## src/rtl/parity_tx_serializer_if.sv

```systemverilog
// Word handshake into the parity serializer.
// The master drives the word and mode; the serializer answers with ready.
interface parity_tx_serializer_if #(
    parameter int DATA_W = 4
);
    logic [DATA_W-1:0] in_data;
    logic              in_odd;
    logic              in_valid;
    logic              in_ready;

    modport master (
        output in_data,
        output in_odd,
        output in_valid,
        input  in_ready
    );

    modport slave (
        input  in_data,
        input  in_odd,
        input  in_valid,
        output in_ready
    );
endinterface

```

## src/rtl/parity_tx_serializer.sv

```systemverilog
// Framed serial transmitter: start, data LSB-first, parity, stop.
// The captured word and its parity are also presented in parallel.
module parity_tx_serializer #(
    parameter int DATA_W     = 4,
    parameter int BIT_CYCLES = 2
) (
    input  logic                  clk,
    input  logic                  rst_n,
    parity_tx_serializer_if.slave in_if,
    output logic                  tx,
    output logic                  busy,
    output logic                  frame_done,
    output logic [DATA_W-1:0]     par_data,
    output logic                  par_bit
);
    localparam int CW = (BIT_CYCLES > 1) ? $clog2(BIT_CYCLES) : 1;
    localparam int IW = (DATA_W > 1) ? $clog2(DATA_W) : 1;
    localparam logic [CW-1:0] CNT_LOAD = CW'(BIT_CYCLES - 1);
    localparam logic [IW-1:0] IDX_LAST = IW'(DATA_W - 1);

    typedef enum logic [2:0] {
        IDLE,
        START,
        DATA,
        PARITY,
        STOP
    } state_e;

    state_e            state_q, state_d;
    logic [CW-1:0]     cnt_q, cnt_d;
    logic [IW-1:0]     idx_q, idx_d;
    logic [DATA_W-1:0] shift_q, shift_d;
    logic [DATA_W-1:0] par_data_q, par_data_d;
    logic              par_bit_q, par_bit_d;
    logic              tx_q, tx_d;
    logic              ready_q, ready_d;
    logic              accept;
    logic              bit_end;

    always_comb begin
        accept     = in_if.in_valid && ready_q;
        bit_end    = (cnt_q == '0);
        state_d    = state_q;
        cnt_d      = cnt_q;
        idx_d      = idx_q;
        shift_d    = shift_q;
        par_data_d = par_data_q;
        par_bit_d  = par_bit_q;
        tx_d       = tx_q;

        // tx_d is the line level for the cycle after this edge
        unique case (state_q)
            IDLE: begin
                tx_d = 1'b1;
                if (accept) begin
                    state_d    = START;
                    shift_d    = in_if.in_data;
                    par_data_d = in_if.in_data;
                    par_bit_d  = (^in_if.in_data) ^ in_if.in_odd;
                    cnt_d      = CNT_LOAD;
                    tx_d       = 1'b0;
                end
            end
            START: begin
                if (bit_end) begin
                    state_d = DATA;
                    idx_d   = '0;
                    cnt_d   = CNT_LOAD;
                    tx_d    = shift_q[0];
                end else begin
                    cnt_d = cnt_q - 1'b1;
                end
            end
            DATA: begin
                if (bit_end) begin
                    cnt_d = CNT_LOAD;
                    if (idx_q == IDX_LAST) begin
                        state_d = PARITY;
                        tx_d    = par_bit_q;
                    end else begin
                        idx_d   = idx_q + 1'b1;
                        shift_d = shift_q >> 1;
                        tx_d    = shift_d[0];
                    end
                end else begin
                    cnt_d = cnt_q - 1'b1;
                end
            end
            PARITY: begin
                if (bit_end) begin
                    state_d = STOP;
                    cnt_d   = CNT_LOAD;
                    tx_d    = 1'b1;
                end else begin
                    cnt_d = cnt_q - 1'b1;
                end
            end
            STOP: begin
                tx_d = 1'b1;
                if (bit_end) begin
                    state_d = IDLE;
                end else begin
                    cnt_d = cnt_q - 1'b1;
                end
            end
            default: begin
                state_d = IDLE;
                tx_d    = 1'b1;
            end
        endcase

        ready_d = (state_d == IDLE);
    end

    always_ff @(posedge clk) begin
        if (!rst_n) begin
            state_q    <= IDLE;
            cnt_q      <= '0;
            idx_q      <= '0;
            shift_q    <= '0;
            par_data_q <= '0;
            par_bit_q  <= 1'b0;
            tx_q       <= 1'b1;
            ready_q    <= 1'b0;
        end else begin
            state_q    <= state_d;
            cnt_q      <= cnt_d;
            idx_q      <= idx_d;
            shift_q    <= shift_d;
            par_data_q <= par_data_d;
            par_bit_q  <= par_bit_d;
            tx_q       <= tx_d;
            ready_q    <= ready_d;
        end
    end

    assign in_if.in_ready = ready_q;
    assign tx             = tx_q;
    assign busy           = (state_q != IDLE);
    assign frame_done     = (state_q == STOP) && bit_end;
    assign par_data       = par_data_q;
    assign par_bit        = par_bit_q;
endmodule

```

## src/flat_wrapper.sv

```systemverilog
// flat-port wrapper written by rule: the top's interface ports become plain ports
module parity_tx_serializer_flat 
#(
    parameter int DATA_W     = 4,
    parameter int BIT_CYCLES = 2
)
  (clk, rst_n, tx, busy, frame_done, par_data, par_bit, in_if_in_data, in_if_in_odd, in_if_in_valid, in_if_in_ready);
  parity_tx_serializer_if #(.DATA_W(DATA_W)) in_if_i ();
  input  logic clk;
  input  logic rst_n;
  output logic tx;
  output logic busy;
  output logic frame_done;
  output logic [DATA_W-1:0] par_data;
  output logic par_bit;
  input wire logic [$bits(in_if_i.in_data)-1:0] in_if_in_data;
  input wire logic [$bits(in_if_i.in_odd)-1:0] in_if_in_odd;
  input wire logic [$bits(in_if_i.in_valid)-1:0] in_if_in_valid;
  output wire logic [$bits(in_if_i.in_ready)-1:0] in_if_in_ready;
  assign in_if_i.in_data = in_if_in_data;
  assign in_if_i.in_odd = in_if_in_odd;
  assign in_if_i.in_valid = in_if_in_valid;
  assign in_if_in_ready = in_if_i.in_ready;
  parity_tx_serializer #(.DATA_W(DATA_W), .BIT_CYCLES(BIT_CYCLES)) u_core (.clk(clk), .rst_n(rst_n), .in_if(in_if_i), .tx(tx), .busy(busy), .frame_done(frame_done), .par_data(par_data), .par_bit(par_bit));
endmodule
```

## config.mk

```make
export PLATFORM = sky130hd
export DESIGN_NAME = parity_tx_serializer_flat
export DESIGN_NICKNAME = d
export VERILOG_FILES = /design/src/rtl/parity_tx_serializer_if.sv /design/src/rtl/parity_tx_serializer.sv /design/src/flat_wrapper.sv
export SDC_FILE = /design/constraint.sdc
export NUM_CORES = 1
export LEC_CHECK = 0
export CAP_MARGIN = 40
export CORE_MARGIN = 5
export CORE_UTILIZATION = 45
export CTS_CLUSTER_SIZE = 40
export DETAILED_ROUTE_END_ITERATION = 8
export MAX_ROUTING_LAYER = met4
export PLACE_DENSITY_LB_ADDON = 0.2
export SYNTH_ARGS = -nofsm -noshare
export SYNTH_HDL_FRONTEND = slang
export SYNTH_SLANG_ARGS = --single-unit
```

## constraint.sdc

```tcl
create_clock -name clk -period 1.6 [get_ports clk]
set_input_delay 0.32 -clock clk [delete_from_list [all_inputs] [get_ports clk]]
set_output_delay 0.32 -clock clk [all_outputs]
set_load 0.1 [all_outputs]
```

==> results by group, run 1 <==
Outcome
  – Status: completed

Power and ir drop
  – Clock network power share: ~18%
  – Leakage power: 0.540 nW
  – Share of total power consumed by net switching: between 30 and 40%
  – Cell Int Power: 0.000814 W
  – P_sw: ~0.00047 W
  – Power per unit of standard cell area: just over 900 nW/um2
  – Share of power burned in combinational logic: between 40% and 50%
  – Relative contribution of sequential cells to total power: 39.6%
  – Max VDD drop: roughly 0.75 mV
  – Total power after layout: 0.00129 W

Yosys
  – Area fraction in compound gates after synthesis: 20.2%
  – Cell Area, Synth: 933 um2
  – Mux cell area share after synthesis: 8.71%
  – Number of nets produced by synthesis: 106
  – Yosys warning total: 0
  – Post-synthesis sequential area ratio: a little over a third
  – Xor and xnor fraction of the mapped netlist area: around 5.2%
  – Number of distinct standard cells referenced by the synthesized netlist: 39
  – Largest family of logic cells by synthesized area: simple AND/OR/NAND/NOR gates
  – #FFs+latches synth: 17
  – Post-synthesis area per instance: 9.62 um2
  – Cell count after synthesis: 97
  – Post-synthesis adder-cell area fraction: under 10%
  – Area fraction in and, or, nand and nor cells after synthesis: 24.1%

Clock network
  – Number of buffers added by the clock tree synthesis step: 3
  – Clk slew on worst S/H paths: 0.10 ns
  – Max Root-Sink Buffers: 2
  – Insertion delay to the later sink of the worst-skew pair: 0.29 ns
  – Number of H-tree levels: 1
  – Clock tree from TritonCTS: done
  – Num Clock Sinks: 17
  – CTS root buf: sky130_fd_sc_hd__clkbuf_4

Floorplanning
  – Floorplan die height: 55.5 um
  – Placement row count: 16
  – Die area: 3090 um2
  – Count of pins on the block boundary: 17
  – Die outline width: 55.5 um
  – Area of the core: 1960 um2
  – Starting density of the core: 47.6%

Drt
  – Post-detailed-route wirelength per cell: 14.4 um
  – Initial DRT Pass Iterations: 4
  – DR vias: roughly 800
  – Remaining antenna violation count: 0
  – Post-detailed-routing wire length: roughly 2200 um
  – Number of remaining DRC errors: 0
  – Number of design-rule violations left by the first detailed-router iteration: 10
  – Via/cell ratio: 5.34

Timing
  – Unrepaired setup endpoints after global routing: yes
  – Fmax achieved: roughly 0.63 GHz
  – Minimum period implied by the final worst setup slack: between 1.5 and 2 ns
  – Final hold viol count: 0
  – Final Max Tran Viols: 0
  – Slew at the pin closest to its max-slew limit: 0.321 ns
  – Post-route clock period utilization: between 90% and 100%
  – Total negative slack for setup checks: 0 ns
  – Layout Skew: 0.00798 ns
  – Fin worst setup slack: 0.00692 ns
  – Setup violation total in the final timing report: 0
  – Worst Hold Margin: 0.490 ns
  – Remaining max-slew budget at the tightest pin: 78.6%

Finish
  – Fill cell instance count of the final layout: 166
  – Top library cells by usage in the layout, fill and taps aside: sky130_fd_sc_hd__buf_4 (14), sky130_fd_sc_hd__dfxtp_1 (13), sky130_fd_sc_hd__nand2_1 (10)
  – Antenna diode count: 0
  – Most common cell after layout, fill and taps aside: sky130_fd_sc_hd__buf_4
  – Area growth from synthesis to final layout: 48.4%
  – Share of cells above drive strength 1: 34.9%
  – Non-Filler Instances: 153
  – Final-stage net count: 136

Critical path
  – Critical setup path kind: reg -> reg
  – Arrival time at the worst endpoint: 1.79 ns
  – Type of origin of the critical path: flip-flop
  – Type of destination of the critical path: flip-flop
  – Required time worst endpoint: 1.80 ns
  – Highest fanout seen on the critical path: 7

Global routing
  – Wire length of the first global-routing pass: 3570 um
  – Number of global-route vias before repair: 844
  – Total GRT Usage: 14.6%
  – Gr ovfl total: 0
  – Largest net degree at the start of global routing: 18
  – Number of antenna violations at the first check in global routing: 0

Min path
  – Type of the most critical hold path: reg -> reg

Flow run
  – Number of maximum-capacitance violations: 0

Placed design
  – Final RePlAce weighted congestion: 0.840
  – Half-perimeter wire length after placement: 1540 um
  – Number of buffers added on ports: 16
  – # placed instances: 145
  – Worst slack, placed: -0.0822 ns
## path summary, 6_finish.rpt
check,cells past startpoint,slack (ns),endpoint,from
worst max-delay path,5,0.007,u_core.shift_q[1],u_core.idx_q[0]
worst min-delay path,2,0.49,u_core.shift_q[3],u_core.shift_q[3]
worst max register to register,5,0.007,u_core.shift_q[1],u_core.idx_q[0]
worst min register to register,2,0.49,u_core.shift_q[3],u_core.shift_q[3]
## through the flow
stage          util, %  instance area [um2]
3_5_place_dp      65.4                 1280
5_1_grt           70.6                 1390
6_report          70.6                 1390
2_1_floorplan        -                  950
4_1_cts           69.1                 1360
3_3_place_gp      65.4                 1280
## power groups by stage
stage	sequential [W]	combinational, W	clock [W]
floorplan	0.000618	0.000233	0
global placement	0.000514	0.000500	0
detailed placement	0.000516	0.000508	0
CTS	0.000508	0.000527	0.000238
global route	0.000515	0.000581	0.000254
finish	0.000510	0.000551	0.000227
## worst max-delay path: stages, from the launching register on
cell and delay [ns]:
sky130_fd_sc_hd__dfxtp_4 0.37, sky130_fd_sc_hd__ha_4 0.18, sky130_fd_sc_hd__or3b_4 0.39, sky130_fd_sc_hd__a211oi_4 0.34, sky130_fd_sc_hd__nand2_1 0.10, sky130_fd_sc_hd__o211a_1 0.13
## timing repair
item                       in CTS  in global routing
gates resized for setup         9                  4
hold buffers                    0                  0
hold endpoints to repair        0                  0
cloned                          0                  0
setup buffers                   2                  2
pin swaps                       4                  9
setup endpoints to repair       8                  8
## cell families after synthesis
family	Yosys count
AND/OR/NAND/NOR	36
AO/OA/AOI/OAI	24
flip-flops	17
multiplexers	8
buffers and inverters	7
XOR/XNOR	4
adder cells (fa/ha/maj)	1
## metal layers
metal / global-route usage [%] / routed length (um)
met3: 3.50 / 114
met5: - / 0
met1: 18.2 / 1010
met4: 4.17 / 8
met2: 23.3 / 1060
## synthesized netlist by cell type, drive strengths merged
| master | number | area (um2) |
|---|---|---|
| a221o | 1 | 10.0 |
| nand2 | 11 | 41.3 |
| o2111a | 2 | 22.5 |
| xor2 | 1 | 8.76 |
| buf | 4 | 25.0 |
| ha | 1 | 12.5 |
| nand2b | 2 | 12.5 |
| or3 | 1 | 6.26 |
| a211oi | 1 | 20.0 |
| o21ai | 4 | 20.0 |
| nand4b | 1 | 8.76 |
| nand3b | 2 | 15.0 |
| or3b | 1 | 8.76 |
| dfxtp | 17 | 340 |
| a21boi | 6 | 45.0 |
| clkbuf | 2 | 7.51 |
| nor3b | 2 | 26.3 |
| nor3 | 1 | 5.00 |
| inv | 1 | 3.75 |
| xnor2 | 2 | 17.5 |
| nor2 | 6 | 38.8 |
| or4bb | 1 | 11.3 |
| and2b | 1 | 7.51 |
| o22ai | 1 | 6.26 |
| or2 | 1 | 6.26 |
| or4 | 1 | 7.51 |
| a21oi | 4 | 20.0 |
| xnor3 | 1 | 22.5 |
| mux2i | 7 | 70.1 |
| o31ai | 2 | 15.0 |
| mux2 | 1 | 11.3 |
| nand3 | 1 | 5.00 |
| o211a | 3 | 30.0 |
| nor2b | 4 | 25.0 |
## cell type report
type / instances / area (um2) / share of cell area [%]
flip-flops and latches: 17 / 353 / 25.5
multi-input cells: 73 / 602 / 43.5
clock buffers: 4 / 26.3 / 1.90
inverters: 1 / 3.75 / 0.271
repair buffers: 31 / 367 / 26.5
well taps: 27 / 33.8 / 2.44
## state kept, by name, summed over array words and instances (netlist names)
signal                 count
u_core.tx                  1
u_core.par_bit             1
u_core.state_q             3
u_core.shift_q             4
u_core.par_data            4
u_core.idx_q               2
u_core.in_if.in_ready      1
u_core.cnt_q               1
No activity file was read; power rests on OpenSTA's default activity.
==> inputs of run 2 (changes only) <==
--- a/config.mk
+++ b/config.mk
@@ -5,10 +5,10 @@
 export SDC_FILE = /design/constraint.sdc
 export NUM_CORES = 1
 export LEC_CHECK = 0
+export ABC_AREA = 1
 export CAP_MARGIN = 40
 export CORE_MARGIN = 5
 export CORE_UTILIZATION = 45
-export CTS_CLUSTER_SIZE = 40
 export DETAILED_ROUTE_END_ITERATION = 8
 export MAX_ROUTING_LAYER = met4
 export PLACE_DENSITY_LB_ADDON = 0.2
==> results by group, run 2 <==
Outcome
  – Status: completed

Finish
  – Final-stage net count: 170 (+25%)
  – Area growth from synthesis to final layout: 36.4%
  – Fill cell instance count of the final layout: 176 (+6.0%)
  – Share of cells above drive strength 1: 21.9% (-13 points)
  – Antenna diode count: 0 (unchanged)
  – Top library cells by usage in the layout, fill and taps aside: sky130_fd_sc_hd__nand2_1 (38), sky130_fd_sc_hd__nor2_1 (16), sky130_fd_sc_hd__nand3_1 (13), sky130_fd_sc_hd__dfxtp_1 (13), sky130_fd_sc_hd__inv_1 (12)
  – Most common cell after layout, fill and taps aside: sky130_fd_sc_hd__nand2_1

Power and ir drop
  – Max VDD drop: 1.62 mV (+120%)
  – Leakage power: 0.588 nW (+8.9%)
  – Power per unit of standard cell area: 2080 nW/um2 (+120%)

Yosys
  – Cell Area, Synth: 945 um2 (+1.2%)
  – Largest family of logic cells by synthesized area: simple AND/OR/NAND/NOR gates
  – Yosys top cell area share: 36.0% (-0.43 points)
  – Area fraction in compound gates after synthesis: 14.7% (-5.5 points)
  – Leading post-synthesis cells by cell area: sky130_fd_sc_hd__dfxtp_1 (36%), sky130_fd_sc_hd__nand2_1 (15%), sky130_fd_sc_hd__nand3_1 (6.9%)
  – Cell count after synthesis: 140 (+44%)
  – #FFs+latches synth: 17 (unchanged)
  – Primary flip-flop cell chosen by synthesis mapping: sky130_fd_sc_hd__dfxtp_1
  – Leading area contributor after synthesis: sky130_fd_sc_hd__dfxtp_1
  – Number of enable-type register cells in the synthesized netlist: 0 (unchanged)
  – Post-synthesis sequential area ratio: 36.0% (-0.43 points)
  – Most common cell in the synthesized netlist: sky130_fd_sc_hd__nand2_1
  – Fraction of registers with async set/reset: 0% (unchanged)
  – Number of nets produced by synthesis: 149 (+41%)
  – Xor and xnor fraction of the mapped netlist area: 1.85% (-3.4 points)
  – Yosys warning total: 0 (unchanged)
  – Number of distinct standard cells referenced by the synthesized netlist: 24 (-38%)
  – Post-synthesis area per instance: 6.75 um2 (-30%)
  – Mux cell area share after synthesis: 0% (-8.7 points)
  – Post-synthesis adder-cell area fraction: 1.32% (-0.016 points)
  – Area fraction in and, or, nand and nor cells after synthesis: 38.9% (+15 points)
  – Leading cell types by count after synthesis: sky130_fd_sc_hd__nand2_1 (39), sky130_fd_sc_hd__dfxtp_1 (17), sky130_fd_sc_hd__nor2_1 (16)

Placed design
  – Half-perimeter wire length after placement: 1720 um (+12%)
  – Final RePlAce weighted congestion: 0.820 (-2.4%)
  – Worst slack, placed: 0.0168 ns (+0.0989 ns)
  – Number of buffers added on ports: 16 (unchanged)

Critical path
  – Highest fanout seen on the critical path: 6 (-1)
  – Count of buffering cells on the critical path with inverters included: 2 (+2)
  – Cell-by-cell listing of the critical path: inv_2 > nor3_4 > buf_12
  – Arrival time at the worst endpoint: 1.23 ns (-0.56 ns)
  – Type of origin of the critical path: flip-flop
  – CP delay by family, top: flip-flops
  – Type of destination of the critical path: output pin
  – Critical setup path kind: reg -> out
  – Required time worst endpoint: 1.28 ns (-0.52 ns)
  – Highest-delay cell along the critical path: sky130_fd_sc_hd__dfxtp_2
  – Max incr delay on CP: 0.41 ns (+0.02 ns)

Timing
  – Setup violation total in the final timing report: 0 (unchanged)
  – Remaining max-slew budget at the tightest pin: 78.8% (+0.24 points)
  – Unrepaired setup endpoints after global routing: no
  – Layout Skew: 0.00494 ns (-0.00304 ns)
  – Final Max Tran Viols: 0 (unchanged)
  – Slew at the pin closest to its max-slew limit: 0.318 ns (-0.00305 ns)
  – Post-route clock period utilization: 96.6% (-3.0 points)
  – Worst Hold Margin: 0.478 ns (-0.0116 ns)
  – Fmax achieved: 0.647 GHz (+3.1%)
  – Final hold viol count: 0 (unchanged)
  – Fin worst setup slack: 0.0544 ns (+0.0475 ns)
  – Minimum period implied by the final worst setup slack: 1.55 ns (-0.0475 ns)

Clock network
  – Post-CTS resize count: 3 (-6)
  – Max Root-Sink Buffers: 2 (unchanged)
  – Number of buffers added by the clock tree synthesis step: 3 (unchanged)
  – Num Clock Sinks: 17 (unchanged)
  – CTS root buf: sky130_fd_sc_hd__clkbuf_4
  – Clock tree from TritonCTS: done
  – Insertion delay to the later sink of the worst-skew pair: 0.29 ns (about the same)
  – Number of hold buffers added after cts: 0 (unchanged)
  – Number of H-tree levels: 1 (unchanged)
  – Post-CTS repair timing setup buffer count: 0 (-2)
  – Clk slew on worst S/H paths: 0.10 ns (about the same)

Drt
  – Post-detailed-route wirelength per cell: 11.5 um (-20%)
  – Number of design-rule violations left by the first detailed-router iteration: 24 (+14)
  – Initial DRT Pass Iterations: 4 (unchanged)
  – Post-detailed-routing wire length: 2160 um (-1.9%)
  – Via/cell ratio: 4.87 (-8.9%)
  – Number of remaining DRC errors: 0 (unchanged)
  – Remaining antenna violation count: 0 (unchanged)
  – DR vias: 910 (+11%)

Global routing
  – Total GRT Usage: 15.5% (+0.92 points)
  – Number of global-route vias before repair: 880 (+4.3%)
  – Largest net degree at the start of global routing: 11 (-7)
  – Gr ovfl total: 0 (unchanged)
  – Number of antenna violations at the first check in global routing: 0 (unchanged)
  – Wire length of the first global-routing pass: 3840 um (+7.3%)

Floorplanning
  – Die area: 3120 um2 (+0.97%)
  – Placement row count: 16 (unchanged)
  – Count of pins on the block boundary: 17 (unchanged)
  – Starting density of the core: 47.7% (+0.088 points)
  – Die outline width: 55.8 um (+0.49%)
  – Floorplan die height: 55.8 um (+0.49%)
  – Area of the core: 1980 um2 (+1.0%)

Flow run
  – Number of maximum-capacitance violations: 0 (unchanged)

Min path
  – Type of the most critical hold path: reg -> reg
[run 2: cells by family after synthesis]
logic type,Yosys count
compound gates,23
xor+xnor,2
fa+ha+maj,1
buf+inv,18
flops,17
simple gates,79
[run 2: power by group]
| group | internal (W) | switching [W] | total [W] |
|---|---|---|---|
| clock network | 0.0000931 | 0.000144 | 0.000237 |
| registers | 0.000571 | 0.000162 | 0.000733 |
| logic | 0.000580 | 0.00114 | 0.00172 |
[run 2: worst register-to-register path: cells and delay by family, from the launching register on]
family | cells | cell delay, ns
flops | 1 | 0.37
buf+inv | 1 | 0.15
simple gates | 6 | 0.47
compound gates | 1 | 0.10
[run 2: final timing paths]
path	startpoint	end	slack, ns	cells after the start
worst min-delay path	u_core.idx_q[1]	u_core.idx_q[1]	0.48	2
worst max register to register	u_core.state_q[2]	u_core.shift_q[2]	0.41	8
worst min register to register	u_core.idx_q[1]	u_core.idx_q[1]	0.48	2
worst max-delay path	u_core.state_q[2]	frame_done	0.05	3
[run 2: area by class of cell]
class / instances / area [um2] / area share (%)
sequential: 17 / 345 / 26.8
clock buffer: 3 / 22.5 / 1.75
inverter: 17 / 68.8 / 5.34
clock inverter: 1 / 5.00 / 0.388
timing repair buffer: 17 / 258 / 20.0
tap: 27 / 33.8 / 2.62
multi-input combinational: 105 / 556 / 43.1
[run 2: layer usage]
| layer | up-vias | global-route usage (%) | wire, um |
|---|---|---|---|
| li1 | 492 | - | - |
| met2 | 11 | 24.0 | 1020 |
| met1 | 403 | 20.4 | 1050 |
| met3 | 4 | 3.48 | 64 |
| met5 | - | - | 0 |
| met4 | 0 | 4.07 | 24 |
[run 2: per-stage QoR]
stage	TNS, ns	utilization, %	area, um2	instances	power (W)
2_1_floorplan	-0.0738	-	957	140	0.00190
3_3_place_gp	0	62.8	1240	183	0.00240
3_5_place_dp	0	62.8	1240	183	0.00243
4_1_cts	-0.000990	64.5	1280	187	0.00268
5_1_grt	0	65.0	1290	187	0.00286
6_report	0	65.0	1290	187	0.00269
==> inputs of run 3 (changes only) <==
--- a/config.mk
+++ b/config.mk
@@ -5,13 +5,13 @@
 export SDC_FILE = /design/constraint.sdc
 export NUM_CORES = 1
 export LEC_CHECK = 0
-export ABC_AREA = 1
 export CAP_MARGIN = 40
 export CORE_MARGIN = 5
 export CORE_UTILIZATION = 45
 export DETAILED_ROUTE_END_ITERATION = 8
 export MAX_ROUTING_LAYER = met4
 export PLACE_DENSITY_LB_ADDON = 0.2
+export SKIP_LAST_GASP = 1
 export SYNTH_ARGS = -nofsm -noshare
 export SYNTH_HDL_FRONTEND = slang
 export SYNTH_SLANG_ARGS = --single-unit
==> results of run 3 <==
The final DEF is identical to that of run 1; final timing and power are the same.
